### src/rtl/ibex_ex_seq_ctrl_pkg.sv
// Shared types for the execute-stage issue/sequencing controller.
package ibex_ex_seq_ctrl_pkg;

  // Operation kind as presented by ID; encoding 3 is reserved and runs as ALU.
  typedef enum logic [1:0] {
    EX_KIND_ALU  = 2'd0,
    EX_KIND_MULT = 2'd1,
    EX_KIND_DIV  = 2'd2
  } ex_kind_e;

  // Controller FSM states.
  typedef enum logic [1:0] {
    ST_IDLE = 2'd0,
    ST_EXEC = 2'd1,
    ST_RESP = 2'd2
  } ex_state_e;

  localparam int unsigned ImdW = 34;  // width of one intermediate-value slot
  localparam int unsigned CntW = 8;   // EX cycle counter, covers limits up to 255

  // Map the raw ID kind onto what the core can execute; without the M
  // extension every op is sequenced as a plain ALU op.
  function automatic ex_kind_e norm_kind(input logic [1:0] raw, input bit md_en);
    ex_kind_e k;
    k = EX_KIND_ALU;
    if (md_en) begin
      case (raw)
        2'd1:    k = EX_KIND_MULT;
        2'd2:    k = EX_KIND_DIV;
        default: k = EX_KIND_ALU;
      endcase
    end
    return k;
  endfunction

endpackage

### src/rtl/ibex_ex_seq_ctrl_if.sv
// Issue, EX-control and writeback signal bundle of the sequencing controller.
interface ibex_ex_seq_ctrl_if;
  import ibex_ex_seq_ctrl_pkg::*;

  logic                issue_valid_i;
  logic                issue_ready_o;
  logic [1:0]          issue_kind_i;
  logic                flush_i;
  logic                ex_busy_o;
  logic                alu_instr_first_cycle_o;
  logic                mult_en_o;
  logic                div_en_o;
  logic                mult_sel_o;
  logic                div_sel_o;
  logic                multdiv_ready_id_o;
  logic                ex_valid_i;
  logic [31:0]         result_ex_i;
  logic [1:0]          imd_val_we_i;
  logic [2*ImdW-1:0]   imd_val_d_i;
  logic [2*ImdW-1:0]   imd_val_q_o;
  logic                wb_valid_o;
  logic                wb_ready_i;
  logic [31:0]         wb_result_o;
  logic                ex_err_o;

  // Controller side.
  modport slave (
    input  issue_valid_i, issue_kind_i, flush_i, ex_valid_i, result_ex_i,
           imd_val_we_i, imd_val_d_i, wb_ready_i,
    output issue_ready_o, ex_busy_o, alu_instr_first_cycle_o, mult_en_o, div_en_o,
           mult_sel_o, div_sel_o, multdiv_ready_id_o, imd_val_q_o, wb_valid_o,
           wb_result_o, ex_err_o
  );

  // ID / EX / writeback side.
  modport master (
    output issue_valid_i, issue_kind_i, flush_i, ex_valid_i, result_ex_i,
           imd_val_we_i, imd_val_d_i, wb_ready_i,
    input  issue_ready_o, ex_busy_o, alu_instr_first_cycle_o, mult_en_o, div_en_o,
           mult_sel_o, div_sel_o, multdiv_ready_id_o, imd_val_q_o, wb_valid_o,
           wb_result_o, ex_err_o
  );
endinterface

### src/rtl/ibex_ex_result_buf.sv
// One-entry valid/ready holding register for the EX result toward writeback.
module ibex_ex_result_buf (
  input  logic        clk_i,
  input  logic        rst_ni,
  input  logic        flush_i,
  input  logic        load_i,
  input  logic [31:0] data_i,
  input  logic        ready_i,
  output logic        valid_o,
  output logic [31:0] data_o
);
  logic        valid_q;
  logic [31:0] data_q;

  // Flush drops the entry; a new load wins over a same-cycle consume so a
  // back-to-back op can refill the slot as it drains.
  always_ff @(posedge clk_i or negedge rst_ni) begin
    // NOTE: state registers use non-blocking assignments so every flop samples
    // pre-edge values regardless of statement order.
    if (!rst_ni) begin
      valid_q <= 1'b0;
      data_q  <= '0;
    end else begin
      if (flush_i)      valid_q <= 1'b0;
      else if (load_i)  valid_q <= 1'b1;
      else if (ready_i) valid_q <= 1'b0;
      if (load_i && !flush_i) data_q <= data_i;
    end
  end

  assign valid_o = valid_q;
  assign data_o  = data_q;
endmodule

### src/rtl/ibex_ex_seq_ctrl.sv
// Execute-stage issue/sequencing controller: accepts one op from ID, drives
// EX enables/selects, owns the intermediate-value registers, buffers the
// result and aborts on flush or cycle-limit expiry.
module ibex_ex_seq_ctrl
  import ibex_ex_seq_ctrl_pkg::*;
#(
  parameter int unsigned MaxExCycles = 40,
  parameter bit          RV32MEn     = 1'b1
) (
  input logic               clk_i,
  input logic               rst_ni,
  ibex_ex_seq_ctrl_if.slave bus
);
  ex_state_e            state_q, state_d;
  ex_kind_e             kind_q, kind_cur;
  logic [CntW-1:0]      cnt_q;
  logic [1:0][ImdW-1:0] imd_q;
  logic                 err_q;
  logic                 issue_ready, accept, ex_active, wd_hit;
  logic                 buf_load, buf_pop, buf_valid;
  logic [31:0]          buf_data;

  // Handshake, activity and watchdog qualifiers; flush masks every action.
  always_comb begin
    issue_ready = !bus.flush_i &&
                  (state_q == ST_IDLE || (state_q == ST_RESP && bus.wb_ready_i));
    accept      = bus.issue_valid_i && issue_ready;
    ex_active   = !bus.flush_i && (accept || state_q == ST_EXEC);
    kind_cur    = accept ? norm_kind(bus.issue_kind_i, RV32MEn) : kind_q;
    // cnt_q counts EX cycles already completed, so the current cycle is
    // cnt_q + 1; the op is aborted when that reaches the limit.
    wd_hit      = state_q == ST_EXEC && !bus.flush_i && !bus.ex_valid_i &&
                  cnt_q == CntW'(MaxExCycles - 1);
    buf_load    = ex_active && bus.ex_valid_i;
    buf_pop     = state_q == ST_RESP && bus.wb_ready_i;
  end

  // Next-state logic.
  always_comb begin
    // NOTE: default assignment first so no path leaves state_d unassigned
    // and no latch is inferred.
    state_d = state_q;
    if (bus.flush_i) begin
      state_d = ST_IDLE;
    end else begin
      case (state_q)
        ST_IDLE: if (accept) state_d = bus.ex_valid_i ? ST_RESP : ST_EXEC;
        ST_EXEC: begin
          if (bus.ex_valid_i) state_d = ST_RESP;
          else if (wd_hit)    state_d = ST_IDLE;
        end
        ST_RESP: begin
          if (bus.wb_ready_i) begin
            if (!accept)             state_d = ST_IDLE;
            else if (bus.ex_valid_i) state_d = ST_RESP;
            else                     state_d = ST_EXEC;
          end
        end
        default: state_d = ST_IDLE;
      endcase
    end
  end

  // FSM state, latched kind, EX cycle counter and registered abort pulse.
  always_ff @(posedge clk_i or negedge rst_ni) begin
    if (!rst_ni) begin
      state_q <= ST_IDLE;
      kind_q  <= EX_KIND_ALU;
      cnt_q   <= '0;
      err_q   <= 1'b0;
    end else begin
      state_q <= state_d;
      err_q   <= wd_hit;
      if (accept) begin
        kind_q <= kind_cur;
        cnt_q  <= CntW'(1);
      end else if (state_q == ST_EXEC && !bus.flush_i) begin
        cnt_q  <= cnt_q + CntW'(1);
      end
    end
  end

  // Intermediate-value slots, written by EX only while an op is executing.
  always_ff @(posedge clk_i or negedge rst_ni) begin
    // NOTE: these registers are reset explicitly because EX may read them
    // before its first write; a storage array without reset would show X.
    if (!rst_ni) begin
      imd_q <= '0;
    end else if (ex_active) begin
      for (int i = 0; i < 2; i++) begin
        if (bus.imd_val_we_i[i]) imd_q[i] <= bus.imd_val_d_i[ImdW*i +: ImdW];
      end
    end
  end

  ibex_ex_result_buf u_result_buf (
    .clk_i   (clk_i),
    .rst_ni  (rst_ni),
    .flush_i (bus.flush_i),
    .load_i  (buf_load),
    .data_i  (bus.result_ex_i),
    .ready_i (buf_pop),
    .valid_o (buf_valid),
    .data_o  (buf_data)
  );

  assign bus.issue_ready_o           = issue_ready;
  assign bus.alu_instr_first_cycle_o = accept;
  assign bus.mult_en_o               = ex_active && kind_cur == EX_KIND_MULT;
  assign bus.mult_sel_o              = ex_active && kind_cur == EX_KIND_MULT;
  assign bus.div_en_o                = ex_active && kind_cur == EX_KIND_DIV;
  assign bus.div_sel_o               = ex_active && kind_cur == EX_KIND_DIV;
  assign bus.ex_busy_o               = ex_active;
  assign bus.multdiv_ready_id_o      = ex_active;
  assign bus.imd_val_q_o             = imd_q;
  assign bus.wb_valid_o              = buf_valid;
  assign bus.wb_result_o             = buf_data;
  assign bus.ex_err_o                = err_q;
endmodule
### src/flat_wrapper.sv
// flat-port wrapper written by rule: the top's interface ports become plain ports
module ibex_ex_seq_ctrl_flat import ibex_ex_seq_ctrl_pkg::*;
#(
  parameter int unsigned MaxExCycles = 40,
  parameter bit          RV32MEn     = 1'b1
)
  (clk_i, rst_ni, bus_issue_valid_i, bus_issue_kind_i, bus_flush_i, bus_ex_valid_i, bus_result_ex_i, bus_imd_val_we_i, bus_imd_val_d_i, bus_wb_ready_i, bus_issue_ready_o, bus_ex_busy_o, bus_alu_instr_first_cycle_o, bus_mult_en_o, bus_div_en_o, bus_mult_sel_o, bus_div_sel_o, bus_multdiv_ready_id_o, bus_imd_val_q_o, bus_wb_valid_o, bus_wb_result_o, bus_ex_err_o);
  ibex_ex_seq_ctrl_if bus_i ();
  input logic clk_i;
  input logic rst_ni;
  input wire logic [$bits(bus_i.issue_valid_i)-1:0] bus_issue_valid_i;
  input wire logic [$bits(bus_i.issue_kind_i)-1:0] bus_issue_kind_i;
  input wire logic [$bits(bus_i.flush_i)-1:0] bus_flush_i;
  input wire logic [$bits(bus_i.ex_valid_i)-1:0] bus_ex_valid_i;
  input wire logic [$bits(bus_i.result_ex_i)-1:0] bus_result_ex_i;
  input wire logic [$bits(bus_i.imd_val_we_i)-1:0] bus_imd_val_we_i;
  input wire logic [$bits(bus_i.imd_val_d_i)-1:0] bus_imd_val_d_i;
  input wire logic [$bits(bus_i.wb_ready_i)-1:0] bus_wb_ready_i;
  output wire logic [$bits(bus_i.issue_ready_o)-1:0] bus_issue_ready_o;
  output wire logic [$bits(bus_i.ex_busy_o)-1:0] bus_ex_busy_o;
  output wire logic [$bits(bus_i.alu_instr_first_cycle_o)-1:0] bus_alu_instr_first_cycle_o;
  output wire logic [$bits(bus_i.mult_en_o)-1:0] bus_mult_en_o;
  output wire logic [$bits(bus_i.div_en_o)-1:0] bus_div_en_o;
  output wire logic [$bits(bus_i.mult_sel_o)-1:0] bus_mult_sel_o;
  output wire logic [$bits(bus_i.div_sel_o)-1:0] bus_div_sel_o;
  output wire logic [$bits(bus_i.multdiv_ready_id_o)-1:0] bus_multdiv_ready_id_o;
  output wire logic [$bits(bus_i.imd_val_q_o)-1:0] bus_imd_val_q_o;
  output wire logic [$bits(bus_i.wb_valid_o)-1:0] bus_wb_valid_o;
  output wire logic [$bits(bus_i.wb_result_o)-1:0] bus_wb_result_o;
  output wire logic [$bits(bus_i.ex_err_o)-1:0] bus_ex_err_o;
  assign bus_i.issue_valid_i = bus_issue_valid_i;
  assign bus_i.issue_kind_i = bus_issue_kind_i;
  assign bus_i.flush_i = bus_flush_i;
  assign bus_i.ex_valid_i = bus_ex_valid_i;
  assign bus_i.result_ex_i = bus_result_ex_i;
  assign bus_i.imd_val_we_i = bus_imd_val_we_i;
  assign bus_i.imd_val_d_i = bus_imd_val_d_i;
  assign bus_i.wb_ready_i = bus_wb_ready_i;
  assign bus_issue_ready_o = bus_i.issue_ready_o;
  assign bus_ex_busy_o = bus_i.ex_busy_o;
  assign bus_alu_instr_first_cycle_o = bus_i.alu_instr_first_cycle_o;
  assign bus_mult_en_o = bus_i.mult_en_o;
  assign bus_div_en_o = bus_i.div_en_o;
  assign bus_mult_sel_o = bus_i.mult_sel_o;
  assign bus_div_sel_o = bus_i.div_sel_o;
  assign bus_multdiv_ready_id_o = bus_i.multdiv_ready_id_o;
  assign bus_imd_val_q_o = bus_i.imd_val_q_o;
  assign bus_wb_valid_o = bus_i.wb_valid_o;
  assign bus_wb_result_o = bus_i.wb_result_o;
  assign bus_ex_err_o = bus_i.ex_err_o;
  ibex_ex_seq_ctrl #(.MaxExCycles(MaxExCycles), .RV32MEn(RV32MEn)) u_core (.clk_i(clk_i), .rst_ni(rst_ni), .bus(bus_i));
endmodule
### config.mk
export PLATFORM = sky130hd
export DESIGN_NAME = ibex_ex_seq_ctrl_flat
export DESIGN_NICKNAME = d
export VERILOG_FILES = /design/src/rtl/ibex_ex_seq_ctrl_pkg.sv /design/src/rtl/ibex_ex_seq_ctrl_if.sv /design/src/rtl/ibex_ex_result_buf.sv /design/src/rtl/ibex_ex_seq_ctrl.sv /design/src/flat_wrapper.sv
export SDC_FILE = /design/constraint.sdc
export NUM_CORES = 1
export LEC_CHECK = 0
export CAP_MARGIN = 30
export CORE_ASPECT_RATIO = 1.1
export CORE_MARGIN = 4
export CORE_UTILIZATION = 41
export CTS_CLUSTER_DIAMETER = 150
export CTS_CLUSTER_SIZE = 14
export DETAILED_ROUTE_END_ITERATION = 8
export PLACE_DENSITY = 0.79
export SYNTH_ARGS = -nofsm -noshare
export SYNTH_HDL_FRONTEND = slang
export SYNTH_SLANG_ARGS = --single-unit
export TNS_END_PERCENT = 20
### constraint.sdc
create_clock -name clk_i -period 2.65 [get_ports clk_i]
set_input_delay 0.53 -clock clk_i [delete_from_list [all_inputs] [get_ports clk_i]]
set_output_delay 0.53 -clock clk_i [all_outputs]
set_load 0.02 [all_outputs]
; Word level (Yosys, flattened, before mapping)
; Cells that the tools add are included.
[op_classes]
n_addsub = 1
mul = 0
n_div = 0
order_cmp = 0
n_eq_ne = 10
n_shift = 0
n_mux = 15
n_bitwise = 0
n_reduce_logical = 21
[ops]
columns = op, count
row1 = 2-bit 2-to-1 mux, 8
row2 = 8-bit 2-to-1 mux, 2
row3 = 1-bit logical AND, 11
row4 = 8-bit by 1-bit adder with 8-bit output (second input constant), 1
row5 = 8-bit by 6-bit equality test with 1-bit output (second input constant), 1
row6 = 2-bit by 1-bit equality test with 1-bit output (second input constant), 3
row7 = 2-bit equality test (second input constant), 3
row8 = 3-bit != test (second input constant), 2
row9 = 2-bit one-hot mux with 3 select lines, 1
row10 = 4-bit by 3-bit != test with 1-bit output (second input constant), 1
row11 = 2-bit one-hot mux with 2 select lines, 1
row12 = 2-bit AND reduction, 2
row13 = 1-bit 2-to-1 mux, 3
row14 = 3-bit AND reduction, 1
row15 = 3-bit nonzero test, 1
row16 = 1-bit logical NOT, 2
row17 = 2-bit logical NOT, 1
row18 = 1-bit logical OR, 2
row19 = 2-bit nonzero test, 1
[totals]
regBits = 114
latch_bits = 0
ram_bits = 0
rom_bits = 0
output_inout_bits = 110
wordCells = 55
memories = 0

; Longest topological paths before layout
[depth]
depth_word = 10
ltp_mapped = 7

; Cells and area by module
; A second synthesis with hierarchy kept.
[unflattened]
cells_unflattened = 299
hier_area_um2 = 4688.2
[modules_own_cells]
columns = mod, instances, cells_each, area_per_inst_um2, seq_area_each_um2
row1 = ibex_ex_seq_ctrl, 1, 226, 3289.4, 2026.9
row2 = ibex_ex_result_buf, 1, 73, 1398.8, 825.8

; Worst setup path after synthesis
; Ideal clock, no wire load.
[synth_path]
path_kind = in2out
start = in bus_wb_ready_i
end = out bus_mult_sel_o
arrival_time_ns = 2.347
required_ns = 2.120
setup_slack_ns = -0.227
path_stages = 6
n_path_buf = 2
path_cell_list = nand2b_1 nand3_1 inv_1 clkbuf_1 o41ai_1 buf_4
[synth_between]
elab_chain_cells = 7
elab_cells_between_ends = 9
classes_between = eq/ne (1) / mux (1) / reduce/logical (7)
[synth_rtl]
columns = item, line_no
row1 = start: declaration, flat_wrapper.sv:18  ; input wire logic [$bits(bus_i.wb_ready_i)-1:0] bus_wb_ready_i;
row2 = 1-bit logical AND (*), ibex_ex_seq_ctrl.sv:26  ; (state_q == ST_IDLE || (state_q == ST_RESP && bus.wb_ready_i));
row3 = 1-bit logical OR (*), ibex_ex_seq_ctrl.sv:26
row4 = 1-bit logical AND (*), ibex_ex_seq_ctrl.sv:25  ; issue_ready = !bus.flush_i &&
row5 = 1-bit logical AND (*), ibex_ex_seq_ctrl.sv:27  ; accept = bus.issue_valid_i && issue_ready;
row6 = named net bus_alu_instr_first_cycle_o, flat_wrapper.sv:21  ; output wire logic [$bits(bus_i.alu_instr_first_cycle_o)-1:0] bus_alu_instr_first_cycle_o;
row7 = 2-bit 2-to-1 mux / 1-bit logical OR (equally long branches), "ibex_ex_seq_ctrl.sv:29, ibex_ex_seq_ctrl.sv:28"
row8 = 2-bit by 1-bit equality test with 1-bit output / 1-bit logical AND (equally long branches), --
row9 = 1-bit logical AND (*), --
row10 = end: declaration, flat_wrapper.sv:24  ; output wire logic [$bits(bus_i.mult_sel_o)-1:0] bus_mult_sel_o;
; The timed path passes the listed nets; every way through them passes the cells marked *.

; Worst setup path after layout
[layout_path]
start = in bus_flush_i
end = out bus_div_en_o
[layout_between]
elab_chain_cells = 6
elab_cells_between_ends = 8
classes_between = eq/ne (1) / mux (1) / reduce/logical (6)
[layout_rtl]
columns = item, line_no
row1 = start: declaration, flat_wrapper.sv:13  ; input wire logic [$bits(bus_i.flush_i)-1:0] bus_flush_i;
row2 = 1-bit logical NOT (*), "ibex_ex_seq_ctrl.sv:25, ibex_ex_seq_ctrl.sv:28"
row3 = 1-bit logical AND, ibex_ex_seq_ctrl.sv:25
row4 = 1-bit logical AND, ibex_ex_seq_ctrl.sv:27
row5 = 2-bit 2-to-1 mux / 1-bit logical OR (equally long branches), "ibex_ex_seq_ctrl.sv:29, ibex_ex_seq_ctrl.sv:28"
row6 = 2-bit equality test / 1-bit logical AND (equally long branches), "ibex_ex_seq_ctrl.sv:111, ibex_ex_seq_ctrl.sv:28"
row7 = 1-bit logical AND (*), ibex_ex_seq_ctrl.sv:111  ; assign bus.div_en_o = ex_active && kind_cur == EX_KIND_DIV;
row8 = end: declaration, flat_wrapper.sv:23  ; output wire logic [$bits(bus_i.div_en_o)-1:0] bus_div_en_o;
; Mark *: on every way between the ends. The rest lies on a longest branch, timed or not.

==> results.txt <==
The flow ran to the end, and the final reports show no timing, DRC or antenna violations. Buffers added to address setup during post-CTS repair amount to 0. For the aggregate global-route resource usage, the log shows 18.7%.

Synthesis produced a netlist with a net count of 405. For the final routed database, the setup TNS stands at 0 ps. The remaining global-route overflow is 0, and the arrival time at the worst endpoint is 2110 ps. The run gives 0.836 as the last weighted congestion value of the routability-driven placer.

The final max-slew violation count was 0. Static timing analysis puts the maximum clock frequency at 378 MHz. After synthesis, the most frequently instantiated cells are 114 x sky130_fd_sc_hd__dfrtp_1, 101 x sky130_fd_sc_hd__mux2_2, 9 x sky130_fd_sc_hd__inv_1. The register bit count reported by yosys was 114; the net count reported at finish was 642. The run gives 0 as the number of antenna violations at the first check in global routing.

Dividing the detail-routed wire length by the instance count gives 17.4 um. The final number of setup-violating endpoints came out at 0. The synthesized netlist occupies a cell area of 4520 um^2.

The clock slew seen by the registers of the worst setup and hold paths works out to 50 ps. Per-cell via count in the routed design: 4.78. The number of buffers inserted during clock tree synthesis is 17. The core region area was 10,600 um^2. During synthesis, Yosys emitted a total of 0 warnings. Hold repair after CTS inserted 0 buffers. The H-tree was split into 4 levels. The layout overhead on the synthesized area came out at 66.7%. Number of buffers added on ports: 219.

By instance count, the leading cell after synthesis is sky130_fd_sc_hd__dfrtp_1. Clock skew on the completed layout was measured at 7.76 ps. Worst endpoint required time: 2120 ps. The kind of critical path was input port to output port. The tools report the category of the worst setup path capture point as an output port. The logs give 8.85 mm for the HPWL after detailed placement and 92 for the number of DRC markers after the initial detailed-route iteration. The first detailed-routing pass took 4 iterations. In this run the tightest slew margin relative to its limit is 54.8%.

The logs give 0 for the number of antenna cells inserted and 720 for the layout filler cell count. The number of synthesized flops with an enable pin works out to 0. The cell at the root of the clock tree was sky130_fd_sc_hd__clkbuf_16.

The die height was 118 um; the minimum period implied by the final worst setup slack was 2640 ps. The number of placed I/O pins is 220. The type of the worst min-delay path was input port to async pin. For the worst flop-to-flop path, the logic depth is 4. The first global-routing pass estimated 18.4 mm of wire. Peak fanout along the critical path: 4. Max-cap violations in this run came to 0. The internal cell power was 4.66 mW. The die covers 12,800 um^2.

Of the total power, the share spent switching nets is 27.8%. For the pin with the worst max-slew slack, the measured transition is 676 ps. The worst-case clock buffer depth is 2, and the number of instances in the synthesized netlist is 294.

For this design the static power due to leakage is 3.15 nW. The combinational power share is 29.2%. The run gives 0 as the total count of hold-check failures in the final report.

In the synthesized netlist the async set-or-reset flop fraction comes to 100%. The number of different library cells used by synthesis comes to 31. Sequential cells burn 35.6% of the power. The initial core utilization is 42.6%. Power per cell area: 856 nW/um^2.

TritonCTS built the clock tree. Via count of the first global-routing pass: 3,605. Across the VDD grid, the largest voltage drop is 0.455 mV.

By area the synthesized netlist is led by sky130_fd_sc_hd__dfrtp_1 63%, sky130_fd_sc_hd__mux2_2 25%, sky130_fd_sc_hd__buf_6 1.7%. Registers take 2850 um^2. The leading area contributor after synthesis is sky130_fd_sc_hd__dfrtp_1. The top flip-flop cell by instance count after synthesis was sky130_fd_sc_hd__dfrtp_1. The routed wire length was 11.9 mm. The tools report the nature of the critical path startpoint as an input port. CTS saw 114 sinks. Setup repair after global routing could not meet its margin everywhere. The part of the power in the clock network came out at 35.3%.

In this run the remaining antenna-violating nets after routing total 0. Measured along the x axis, the die boundary spans 108 um. The insertion delay to the later sink of the worst-skew pair is 400 ps, and the row count is 39.

The maximum number of pins on one net before global-route repair was 65. The fraction of layout cells with a size suffix above 1 is 28.3%. Of the available clock period, the critical path in the final layout requires 99.7%. Across all setup checks in the final design, the least slack found is 7.62 ps. The total area of multi-input combinational cells came out at 1530 um^2.

The post-synthesis average cell area is 15.4 um^2, and the switching power of the nets is 1.79 mW. Proportion of netlist area held by the largest area contributor: 63.2%. The share of the Yosys chip area taken by registers is 63.2%. Detailed routing inserted a total of 3,282 vias. After detailed routing, the number of remaining DRC violations is 0.

The run gives -401 ps as the worst setup slack before clock tree synthesis.
## worst max-delay path, cell delays in order
cell and delay [ps]:
sky130_fd_sc_hd__clkdlybuf4s50_1 450, sky130_fd_sc_hd__or3b_1 460, sky130_fd_sc_hd__o41ai_2 290, sky130_fd_sc_hd__dlygate4sd2_1 390
## power by group through the flow
| stage | clock network, mW | registers, mW | logic [mW] |
|---|---|---|---|
| 6_report | 2.27 | 2.29 | 1.88 |
| 5_1_grt | 2.41 | 2.34 | 1.98 |
| 4_1_cts | 2.32 | 2.29 | 1.91 |
| 3_5_place_dp | 0 | 2.32 | 1.90 |
| 3_3_place_gp | 0 | 2.29 | 1.87 |
| 2_1_floorplan | 0 | 2.74 | 0.408 |
## metrics by stage
step                util (%)  hold slack, ps  area (um^2)  cells  total power, mW
CTS                     71.0             130         7520    687             6.52
detailed placement      65.5             494         6930    655             4.21
finish                  71.1             120         7530    687             6.44
global route            71.1             145         7530    687             6.73
floorplan                  -             234         4520    294             3.15
global placement        65.5             487         6930    655             4.16
## cell usage in the layout, fill, tap and decap left out, types with 2 or more instances in the layout
cell type,count
sky130_fd_sc_hd__dfrtp_1,114
sky130_fd_sc_hd__inv_1,9
sky130_fd_sc_hd__clkdlybuf4s50_1,211
sky130_fd_sc_hd__bufinv_16,3
sky130_fd_sc_hd__nand4_1,2
sky130_fd_sc_hd__buf_12,4
sky130_fd_sc_hd__nor4_1,2
sky130_fd_sc_hd__nand2_1,4
sky130_fd_sc_hd__nor2_1,2
sky130_fd_sc_hd__clkbuf_8,2
sky130_fd_sc_hd__buf_4,12
sky130_fd_sc_hd__clkbuf_16,17
sky130_fd_sc_hd__o31ai_1,2
sky130_fd_sc_hd__clkinv_2,4
sky130_fd_sc_hd__a21oi_1,6
sky130_fd_sc_hd__nor2b_1,3
sky130_fd_sc_hd__or3_1,3
sky130_fd_sc_hd__clkbuf_2,2
sky130_fd_sc_hd__mux2_2,101
sky130_fd_sc_hd__o21ai_0,5
sky130_fd_sc_hd__o41ai_2,2
sky130_fd_sc_hd__a211oi_4,3
sky130_fd_sc_hd__clkbuf_1,3
sky130_fd_sc_hd__dlygate4sd2_1,3
sky130_fd_sc_hd__clkinvlp_4,3
sky130_fd_sc_hd__nand2b_1,2
sky130_fd_sc_hd__or4_1,3
sky130_fd_sc_hd__nand3_1,4
sky130_fd_sc_hd__o21bai_1,2
## logic make-up after synthesis
kind of cell | Yosys count | share of synthesized area (%)
AOI/OAI and AO/OA | 23 | 3.60
and+or+nand+nor | 28 | 3.57
DFF | 114 | 63.2
adders and majority gates | 1 | 0.277
xor gates and xnor gates | 1 | 0.194
muxes | 102 | 25.4
buffers and inverters | 25 | 3.77
## sequential cells by signal (all words and copies together), names as in the netlist
| signal | count |
|---|---|
| u_core.state_q | 2 |
| u_core.u_result_buf.data_o | 32 |
| u_core.u_result_buf.valid_o | 1 |
| u_core.bus.imd_val_q_o | 68 |
| u_core.bus.ex_err_o | 1 |
| u_core.cnt_q | 8 |
| u_core.kind_q | 2 |
## path summary, 6_finish.rpt
kind | slack (ps) | start | end
hold reg to reg | 500 | u_core.u_result_buf.data_o[21] | u_core.u_result_buf.data_o[21]
max in group asynchronous | 1970 | rst_ni | u_core.bus.imd_val_q_o[44]
setup / recovery | 8 | bus_flush_i | bus_div_en_o
min in group clk_i | 500 | u_core.u_result_buf.data_o[21] | u_core.u_result_buf.data_o[21]
hold / removal | 120 | rst_ni | u_core.u_result_buf.data_o[30]
setup reg to reg | 800 | u_core.state_q[0] | u_core.cnt_q[7]
## metal layers
metal	routed length (um)	global-route usage, %	vias up
met5	0	0	-
met3	1410	9.71	19
li1	-	-	1521
met4	232	6.95	0
met1	4420	20.3	1570
met2	5860	30.9	172
## layout make-up
class / count / share of cell area (%)
clock inverters: 10 / 1.76
well taps: 143 / 2.38
flip-flops and latches: 114 / 37.9
inverters: 9 / 0.449
repair buffers: 234 / 31.0
multi-input cells: 155 / 20.3
clock buffers: 22 / 6.16
## timing repair
action                                 CTS  global route
setup endpoints to repair                7             6
resized for setup                        7             9
endpoints found under the hold margin    0             0
gates cloned                             0             0
Power figures use the tool's default switching activity.
